--- src/rtl/multicycle_ctrl_if.sv ---
// Control/datapath bundle for the multi-cycle MIPS controller: decode inputs,
// memory handshake, write strobes, mux selects and status.
interface multicycle_ctrl_if #(
  parameter int unsigned CNT_W = 32
);
  logic [5:0]       opcode;
  logic [5:0]       funct;
  logic             zero;
  logic             mem_rdy;
  logic             mem_req;
  logic             mem_we;
  logic             pc_we;
  logic             ir_we;
  logic             reg_we;
  logic [1:0]       npc_sel;
  logic [1:0]       reg_dst;
  logic [1:0]       wd_sel;
  logic [1:0]       alu_op;
  logic             alu_src_b;
  logic             ext_op;
  logic [2:0]       state;
  logic             illegal;
  logic [CNT_W-1:0] instret;

  modport master (
    input  opcode, funct, zero, mem_rdy,
    output mem_req, mem_we, pc_we, ir_we, reg_we,
    output npc_sel, reg_dst, wd_sel, alu_op, alu_src_b, ext_op,
    output state, illegal, instret
  );

  modport slave (
    output opcode, funct, zero, mem_rdy,
    input  mem_req, mem_we, pc_we, ir_we, reg_we,
    input  npc_sel, reg_dst, wd_sel, alu_op, alu_src_b, ext_op,
    input  state, illegal, instret
  );
endinterface

--- src/rtl/multicycle_ctrl.sv ---
// Multi-cycle MIPS control unit: FETCH/DECODE/EXEC/MEM/WB sequencing with a
// memory ready handshake, illegal-encoding detection and a retired-instruction counter.
module multicycle_ctrl #(
  parameter int unsigned CNT_W           = 32,
  parameter bit          HALT_ON_ILLEGAL = 1'b0
) (
  input  logic             clk,
  input  logic             reset_n,
  multicycle_ctrl_if.master bus
);

  typedef enum logic [2:0] {
    S_FETCH  = 3'd0,
    S_DECODE = 3'd1,
    S_EXEC   = 3'd2,
    S_MEM    = 3'd3,
    S_WB     = 3'd4,
    S_HALT   = 3'd7
  } state_e;

  typedef enum logic [3:0] {
    I_ADDU, I_SUBU, I_JR, I_ORI, I_LW, I_SW, I_BEQ, I_LUI, I_J, I_JAL, I_ILL
  } instr_e;

  localparam logic [5:0] OP_RTYPE = 6'h00;
  localparam logic [5:0] OP_J     = 6'h02;
  localparam logic [5:0] OP_JAL   = 6'h03;
  localparam logic [5:0] OP_BEQ   = 6'h04;
  localparam logic [5:0] OP_ORI   = 6'h0D;
  localparam logic [5:0] OP_LUI   = 6'h0F;
  localparam logic [5:0] OP_LW    = 6'h23;
  localparam logic [5:0] OP_SW    = 6'h2B;
  localparam logic [5:0] FN_JR    = 6'h08;
  localparam logic [5:0] FN_ADDU  = 6'h21;
  localparam logic [5:0] FN_SUBU  = 6'h23;

  localparam logic [1:0] NPC_SEQ  = 2'd0;
  localparam logic [1:0] NPC_BR   = 2'd1;
  localparam logic [1:0] NPC_JMP  = 2'd2;
  localparam logic [1:0] NPC_RS   = 2'd3;
  localparam logic [1:0] DST_RD   = 2'd1;
  localparam logic [1:0] DST_RA   = 2'd2;
  localparam logic [1:0] WD_MDR   = 2'd1;
  localparam logic [1:0] WD_PC    = 2'd2;
  localparam logic [1:0] WD_IMM   = 2'd3;
  localparam logic [1:0] ALU_ADD  = 2'd0;
  localparam logic [1:0] ALU_SUB  = 2'd1;
  localparam logic [1:0] ALU_OR   = 2'd2;

  state_e           state_q, state_d;
  logic [CNT_W-1:0] instret_q, instret_d;
  instr_e           instr;

  logic       retire;
  logic       mem_req, mem_we, pc_we, ir_we, reg_we, illegal;
  logic [1:0] npc_sel, reg_dst, wd_sel, alu_op;
  logic       alu_src_b, ext_op;

  always_comb begin
    instr = I_ILL;
    case (bus.opcode)
      OP_RTYPE: begin
        case (bus.funct)
          FN_ADDU: instr = I_ADDU;
          FN_SUBU: instr = I_SUBU;
          FN_JR:   instr = I_JR;
          default: instr = I_ILL;
        endcase
      end
      OP_ORI:  instr = I_ORI;
      OP_LW:   instr = I_LW;
      OP_SW:   instr = I_SW;
      OP_BEQ:  instr = I_BEQ;
      OP_LUI:  instr = I_LUI;
      OP_J:    instr = I_J;
      OP_JAL:  instr = I_JAL;
      default: instr = I_ILL;
    endcase
  end

  always_comb begin
    state_d   = state_q;
    instret_d = instret_q;
    retire    = 1'b0;
    mem_req   = 1'b0;
    mem_we    = 1'b0;
    pc_we     = 1'b0;
    ir_we     = 1'b0;
    reg_we    = 1'b0;
    illegal   = 1'b0;
    npc_sel   = NPC_SEQ;
    reg_dst   = '0;
    wd_sel    = '0;
    alu_op    = ALU_ADD;
    alu_src_b = 1'b0;
    ext_op    = 1'b0;

    case (state_q)
      S_FETCH: begin
        mem_req = 1'b1;
        if (bus.mem_rdy) begin
          ir_we   = 1'b1;
          pc_we   = 1'b1;
          npc_sel = NPC_SEQ;
          state_d = S_DECODE;
        end
      end

      S_DECODE: begin
        case (instr)
          I_J: begin
            pc_we   = 1'b1;
            npc_sel = NPC_JMP;
            retire  = 1'b1;
            state_d = S_FETCH;
          end
          I_JR: begin
            pc_we   = 1'b1;
            npc_sel = NPC_RS;
            retire  = 1'b1;
            state_d = S_FETCH;
          end
          I_JAL:   state_d = S_WB;
          I_ILL: begin
            illegal = 1'b1;
            state_d = HALT_ON_ILLEGAL ? S_HALT : S_FETCH;
          end
          default: state_d = S_EXEC;
        endcase
      end

      S_EXEC: begin
        case (instr)
          I_SUBU: alu_op = ALU_SUB;
          I_ORI: begin
            alu_src_b = 1'b1;
            alu_op    = ALU_OR;
          end
          I_LW, I_SW: begin
            alu_src_b = 1'b1;
            ext_op    = 1'b1;
          end
          I_BEQ: begin
            alu_op  = ALU_SUB;
            pc_we   = bus.zero;
            npc_sel = NPC_BR;
          end
          default: ;
        endcase
        if (instr == I_BEQ) begin
          retire  = 1'b1;
          state_d = S_FETCH;
        end else if (instr == I_LW || instr == I_SW) begin
          state_d = S_MEM;
        end else begin
          state_d = S_WB;
        end
      end

      S_MEM: begin
        mem_req = 1'b1;
        mem_we  = (instr == I_SW);
        if (bus.mem_rdy) begin
          if (instr == I_SW) begin
            retire  = 1'b1;
            state_d = S_FETCH;
          end else begin
            state_d = S_WB;
          end
        end
      end

      S_WB: begin
        reg_we  = 1'b1;
        retire  = 1'b1;
        state_d = S_FETCH;
        case (instr)
          I_ADDU, I_SUBU: reg_dst = DST_RD;
          I_LUI:          wd_sel  = WD_IMM;
          I_LW:           wd_sel  = WD_MDR;
          I_JAL: begin
            reg_dst = DST_RA;
            wd_sel  = WD_PC;
            pc_we   = 1'b1;
            npc_sel = NPC_JMP;
          end
          default: ;
        endcase
      end

      S_HALT: ;

      default: state_d = S_FETCH;
    endcase

    if (retire) begin
      instret_d = instret_q + CNT_W'(1);
    end
  end

  always_ff @(posedge clk or negedge reset_n) begin
    if (!reset_n) begin
      state_q   <= S_FETCH;
      instret_q <= '0;
    end else begin
      state_q   <= state_d;
      instret_q <= instret_d;
    end
  end

  // Reset state is FETCH, which would otherwise raise mem_req combinationally
  // while reset is held; gate every decoded output with reset_n.
  assign bus.mem_req   = reset_n & mem_req;
  assign bus.mem_we    = reset_n & mem_we;
  assign bus.pc_we     = reset_n & pc_we;
  assign bus.ir_we     = reset_n & ir_we;
  assign bus.reg_we    = reset_n & reg_we;
  assign bus.illegal   = reset_n & illegal;
  assign bus.npc_sel   = reset_n ? npc_sel : '0;
  assign bus.reg_dst   = reset_n ? reg_dst : '0;
  assign bus.wd_sel    = reset_n ? wd_sel  : '0;
  assign bus.alu_op    = reset_n ? alu_op  : '0;
  assign bus.alu_src_b = reset_n & alu_src_b;
  assign bus.ext_op    = reset_n & ext_op;
  assign bus.state     = state_q;
  assign bus.instret   = instret_q;

endmodule

--- src/flat_wrapper.sv ---
// flat-port wrapper written by rule: the top's interface ports become plain ports
module multicycle_ctrl_flat 
#(
  parameter int unsigned CNT_W           = 32,
  parameter bit          HALT_ON_ILLEGAL = 1'b0
)
  (clk, reset_n, bus_opcode, bus_funct, bus_zero, bus_mem_rdy, bus_mem_req, bus_mem_we, bus_pc_we, bus_ir_we, bus_reg_we, bus_npc_sel, bus_reg_dst, bus_wd_sel, bus_alu_op, bus_alu_src_b, bus_ext_op, bus_state, bus_illegal, bus_instret);
  multicycle_ctrl_if #(.CNT_W(CNT_W)) bus_i ();
  input  logic clk;
  input  logic reset_n;
  input wire logic [$bits(bus_i.opcode)-1:0] bus_opcode;
  input wire logic [$bits(bus_i.funct)-1:0] bus_funct;
  input wire logic [$bits(bus_i.zero)-1:0] bus_zero;
  input wire logic [$bits(bus_i.mem_rdy)-1:0] bus_mem_rdy;
  output wire logic [$bits(bus_i.mem_req)-1:0] bus_mem_req;
  output wire logic [$bits(bus_i.mem_we)-1:0] bus_mem_we;
  output wire logic [$bits(bus_i.pc_we)-1:0] bus_pc_we;
  output wire logic [$bits(bus_i.ir_we)-1:0] bus_ir_we;
  output wire logic [$bits(bus_i.reg_we)-1:0] bus_reg_we;
  output wire logic [$bits(bus_i.npc_sel)-1:0] bus_npc_sel;
  output wire logic [$bits(bus_i.reg_dst)-1:0] bus_reg_dst;
  output wire logic [$bits(bus_i.wd_sel)-1:0] bus_wd_sel;
  output wire logic [$bits(bus_i.alu_op)-1:0] bus_alu_op;
  output wire logic [$bits(bus_i.alu_src_b)-1:0] bus_alu_src_b;
  output wire logic [$bits(bus_i.ext_op)-1:0] bus_ext_op;
  output wire logic [$bits(bus_i.state)-1:0] bus_state;
  output wire logic [$bits(bus_i.illegal)-1:0] bus_illegal;
  output wire logic [$bits(bus_i.instret)-1:0] bus_instret;
  assign bus_i.opcode = bus_opcode;
  assign bus_i.funct = bus_funct;
  assign bus_i.zero = bus_zero;
  assign bus_i.mem_rdy = bus_mem_rdy;
  assign bus_mem_req = bus_i.mem_req;
  assign bus_mem_we = bus_i.mem_we;
  assign bus_pc_we = bus_i.pc_we;
  assign bus_ir_we = bus_i.ir_we;
  assign bus_reg_we = bus_i.reg_we;
  assign bus_npc_sel = bus_i.npc_sel;
  assign bus_reg_dst = bus_i.reg_dst;
  assign bus_wd_sel = bus_i.wd_sel;
  assign bus_alu_op = bus_i.alu_op;
  assign bus_alu_src_b = bus_i.alu_src_b;
  assign bus_ext_op = bus_i.ext_op;
  assign bus_state = bus_i.state;
  assign bus_illegal = bus_i.illegal;
  assign bus_instret = bus_i.instret;
  multicycle_ctrl #(.CNT_W(CNT_W), .HALT_ON_ILLEGAL(HALT_ON_ILLEGAL)) u_core (.clk(clk), .reset_n(reset_n), .bus(bus_i));
endmodule
--- config.mk ---
export PLATFORM = sky130hd
export DESIGN_NAME = multicycle_ctrl_flat
export DESIGN_NICKNAME = d
export VERILOG_FILES = /design/src/rtl/multicycle_ctrl_if.sv /design/src/rtl/multicycle_ctrl.sv /design/src/flat_wrapper.sv
export SDC_FILE = /design/constraint.sdc
export NUM_CORES = 1
export LEC_CHECK = 0
export ABC_AREA = 1
export CORE_ASPECT_RATIO = 1.2
export CORE_UTILIZATION = 45
export CTS_CLUSTER_DIAMETER = 40
export CTS_CLUSTER_SIZE = 14
export DETAILED_ROUTE_END_ITERATION = 16
export PLACE_DENSITY = 0.7
export SETUP_SLACK_MARGIN = 0.1
export SYNTH_ARGS = -nofsm -noshare
export SYNTH_HDL_FRONTEND = slang
export SYNTH_SLANG_ARGS = --single-unit
--- constraint.sdc ---
create_clock -name clk -period 2 [get_ports clk]
set_input_delay 0.2 -clock clk [delete_from_list [all_inputs] [get_ports clk]]
set_output_delay 0.2 -clock clk [all_outputs]
set_load 0.05 [all_outputs]
==> results.txt, run 1 <==
Measured on the finished design, the core utilization comes to 78.5%. The library cells used most frequently in the layout, excluding fill and tap cells, are nand2_1, buf_4, nand3_1, clkdlybuf4s50_1. The largest family of logic cells by synthesized area was simple AND/OR/NAND/NOR gates. When the netlist entered floorplanning its net count stood at 429.

The cell family contributing the most delay on the critical path is simple AND/OR/NAND/NOR gates. In this run the remaining antenna-violating nets after routing total 0. In this run the vertical extent of the chip is 87.2 µm. Highest routed metal layer: met4. The run finished with clean final reports.

The slew at the pin closest to its max-slew limit is 534 ps. The number of standard cells after synthesis was 412; the level count of the clock H-tree was 2. The count of max-cap constraint violations came out at 0.

Dividing the synthesized area by the synthesized cell count gives 6.60 µm². The tools report the count of unresolved DRC violations after routing as 0. The share of layout cells above drive strength 1 was 34.7%; the internal power was 1.56 mW. Final instance area: 0.00451 mm². Entering global routing, the biggest net connects 38 pins. The detail-routed via count per cell was 5.31.

For the worst setup path, the data required time is 1800 ps. VDD sags by at most 812 µV. The final layout contains routed wiring with a total length of 9.56 mm.

The largest fanout on the critical path is 4, and the starting utilization of the core area is 47.3%. The tools report the number of clock sinks seen by CTS as 35. Traced cell by cell, the critical path runs through buf_8 -> nor2_4 -> buf_6 -> nand3_4 -> a21oi_2 -> nor2_4 -> nand2_4 -> o21bai_4 -> nand2_4 -> nand3_2 -> nand2_2 -> clkinvlp_4 -> buf_12. The number of endpoints failing setup at the final stage is 0, and the HPWL after detailed placement is 6.70 mm.

The buffer type at the clock tree root is clkbuf_8. After synthesis the netlist holds a flip-flop and latch count of 35. The first detailed-routing pass ran for 4 iterations.

The clock slew at the register clock pins of the worst setup and hold paths came out at 70 ps. The tools report the count of standard-cell rows as 30. Summed over all cells, the static leakage comes to 2.06 nW.

The routed design could run at a clock period as short as 1990 ps. The combinational share of power is 50.9%, and the floorplan die area is 0.00636 mm². Total power for the finished layout comes to 2.78 mW. For the total of fill cells in the finished design, the log shows 416. The detailed router placed 3240 vias in this run.

The fraction of the cycle the final worst path needs came out at 99.3%. The number of global-route vias before repair came out at 3144. Of the total synthesized cell area, the portion taken by full adders, half adders and majority gates is 0.460%.

The total overflow left after global routing is 0. The library cell used most frequently in the layout, excluding fill and tap cells, is nand2_1. The weighted congestion reported at the end of routability-driven placement came out at 0.928. TritonCTS built the clock tree.

The post-synthesis compound-gate area fraction was 3.04%; the clock network latency to the later pin of the worst-skew pair was 290 ps. In this run the cell area measured after placement is 0.00399 mm². Once routing completed, OpenROAD measured the worst setup slack at 14.1 ps. The number of antenna diodes was 0. The tools report the final hold violation count as 0. After the flow finishes, the layout carries non-filler instances totaling 610. The number of warnings reported in the yosys synthesis log was 0. The number of antenna violations at the first check in global routing came out at 0. Setup repair after global routing could not meet its margin everywhere. The run gives 31.0% as the sequential share of power. The number of buffers and inverters on the critical path is 4. The smallest hold slack was 12.8 ps.

The largest individual stage delay along the critical path comes from the cell a21oi_2. Headroom to the max-slew limit came out at 64.3%. The overall global routing resource usage is 31.0%, and the power dissipated by switching net loads is 1.22 mW.

After detailed routing, the average wire length per cell comes to 15.7 µm. The switching part of the total power came out at 43.8%. The worst register-to-register path begins at u_core.bus.instret[6].

The number of max-slew violations in the final report is 0, and the critical path's largest stage delay is 270 ps. The number of I/O port buffers was 66; the arrival time at the worst endpoint was 1790 ps. For the number of nets in the final layout, the log shows 546. The wire length on met2 is 5.30 mm, and the fraction of synthesized cell area in xor and xnor cells is 9.66%. Met3 layer wire length in the routed design: 440 µm.

The worst hold path belongs to the class primary input to asynchronous set/reset pin. For the first-pass GRT wire length, the log shows 15.0 mm. The clock share of power is 18.1%, and the total negative setup slack is 0 ps. Derived from the worst setup path, the maximum achievable clock frequency is 504 MHz. For the worst-case clock buffer depth, the log shows 2. The tools report the minimum setup slack among reg-to-reg paths as 220 ps. The mapped netlist covers 0.00272 mm². The run gives 5 as the number of buffers inserted during clock tree synthesis. Registers take 885 µm². For this block, wires on met1 add up to 3.55 mm. The number of cells on the worst reg-to-reg path works out to 8.

In this run, distinct cell masters in the synthesized netlist total 27. The width of the die works out to 73.0 µm. OpenSTA, run right after detailed placement, puts the worst setup slack at -401 ps. The share of the Yosys chip area taken by registers is 32.2%. The endpoint identified for the worst register-to-register timing path is u_core.bus.instret[29]. The power per standard cell area is 617 mW/mm². STA classifies the critical path endpoint as an output pin. On the final layout, the worst clock skew is 7.66 ps.

STA classifies the critical path startpoint as a primary input. In the synthesized netlist, mux cells make up 0% of the area. The core region is 0.00574 mm². The classification of the worst setup path was primary input to output pin. After the first detailed-routing iteration, the DRC count stood at 109. Including well taps, the total number of placed cells is 584.

Of the total synthesized cell area, the portion taken by AND, OR, NAND and NOR gates is 46.9%. Count of pins on the block boundary: 67. The area added between synthesis and finish came out at 65.8%.

Summing all multi-input logic gate instances after layout gives 0.00204 mm².
[area by class of cell]
class	instances	area share (%)
clock buffer	7	1.69
sequential	35	19.6
inverter	37	3.22
tap	80	2.22
timing repair buffer	120	27.9
multi-input combinational	330	45.2
clock inverter	1	0.111
[how the worst max path moves through the flow]
stage                     endpoint  cells after the start  slack [ps]                start
floorplan           bus_reg_dst[0]                      7         -50  u_core.bus.state[1]
detailed placement     bus_illegal                     10        -400        bus_opcode[3]
finish                   bus_pc_we                     13          10        bus_opcode[5]
global placement       bus_illegal                     10        -340        bus_opcode[1]
CTS                  bus_wd_sel[1]                      8          90  u_core.bus.state[0]
global route             bus_pc_we                     12         -90        bus_opcode[3]
[Yosys cell counts (all sizes together)]
| master | number | area (µm²) |
|---|---|---|
| a21oi | 4 | 20.0 |
| buf | 6 | 56.3 |
| clkbuf | 4 | 15.0 |
| dfrtp | 35 | 876 |
| ha | 1 | 12.5 |
| inv | 37 | 139 |
| nand2 | 135 | 524 |
| nand3 | 57 | 295 |
| nand3b | 2 | 15.0 |
| nand4 | 7 | 43.8 |
| nor2 | 56 | 228 |
| nor3 | 19 | 106 |
| nor4 | 9 | 56.3 |
| o21a | 1 | 7.51 |
| o21ai | 6 | 30.0 |
| o21bai | 1 | 18.8 |
| o22ai | 1 | 6.26 |
| or2 | 1 | 6.26 |
| xnor2 | 8 | 70.1 |
| xor2 | 22 | 193 |
[routing by layer]
| metal | vias to the layer above | GRT usage [%] |
|---|---|---|
| met3 | 24 | 5.09 |
| li1 | 1564 | - |
| met4 | 0 | 16.0 |
| met5 | - | 0 |
| met1 | 1543 | 33.6 |
| met2 | 109 | 57.1 |
[flip-flops by register name (all words and copies together) (netlist names)]
signal,flops
u_core.bus.instret,32
u_core.bus.state,3
[cell families (layout without fill, tap and decap cells)]
family,count (synthesis),after routing
and+or+nand+nor,286,286
xor gates and xnor gates,30,30
AOI/OAI and AO/OA,13,13
buffers and inverters,47,165
DFF,35,35
adders and majority gates,1,1
[what timing repair did]
| action | CTS | global route |
|---|---|---|
| endpoints found under the setup margin | 43 | 35 |
| pin swaps | 28 | 30 |
| cloned | 0 | 0 |
| buffers inserted | 11 | 8 |
| resized for setup | 85 | 51 |
| hold buffers | 0 | 0 |
[power by group through the flow]
stage | clock, mW | combinational, mW | sequential, mW
finish | 0.503 | 1.42 | 0.862
floorplan | 0 | 0.555 | 1.06
global route | 0.534 | 1.51 | 0.871
detailed placement | 0 | 1.19 | 0.863
CTS | 0.510 | 1.33 | 0.858
global placement | 0 | 1.18 | 0.862
(Power assumes the default switching activity.)
==> inputs of run 2 (changes only) <==
ABC_CLOCK_PERIOD_IN_PS = 2000   (was default)
==> results of run 2 <==
Final layout, timing and power as in run 1 (identical DEF).
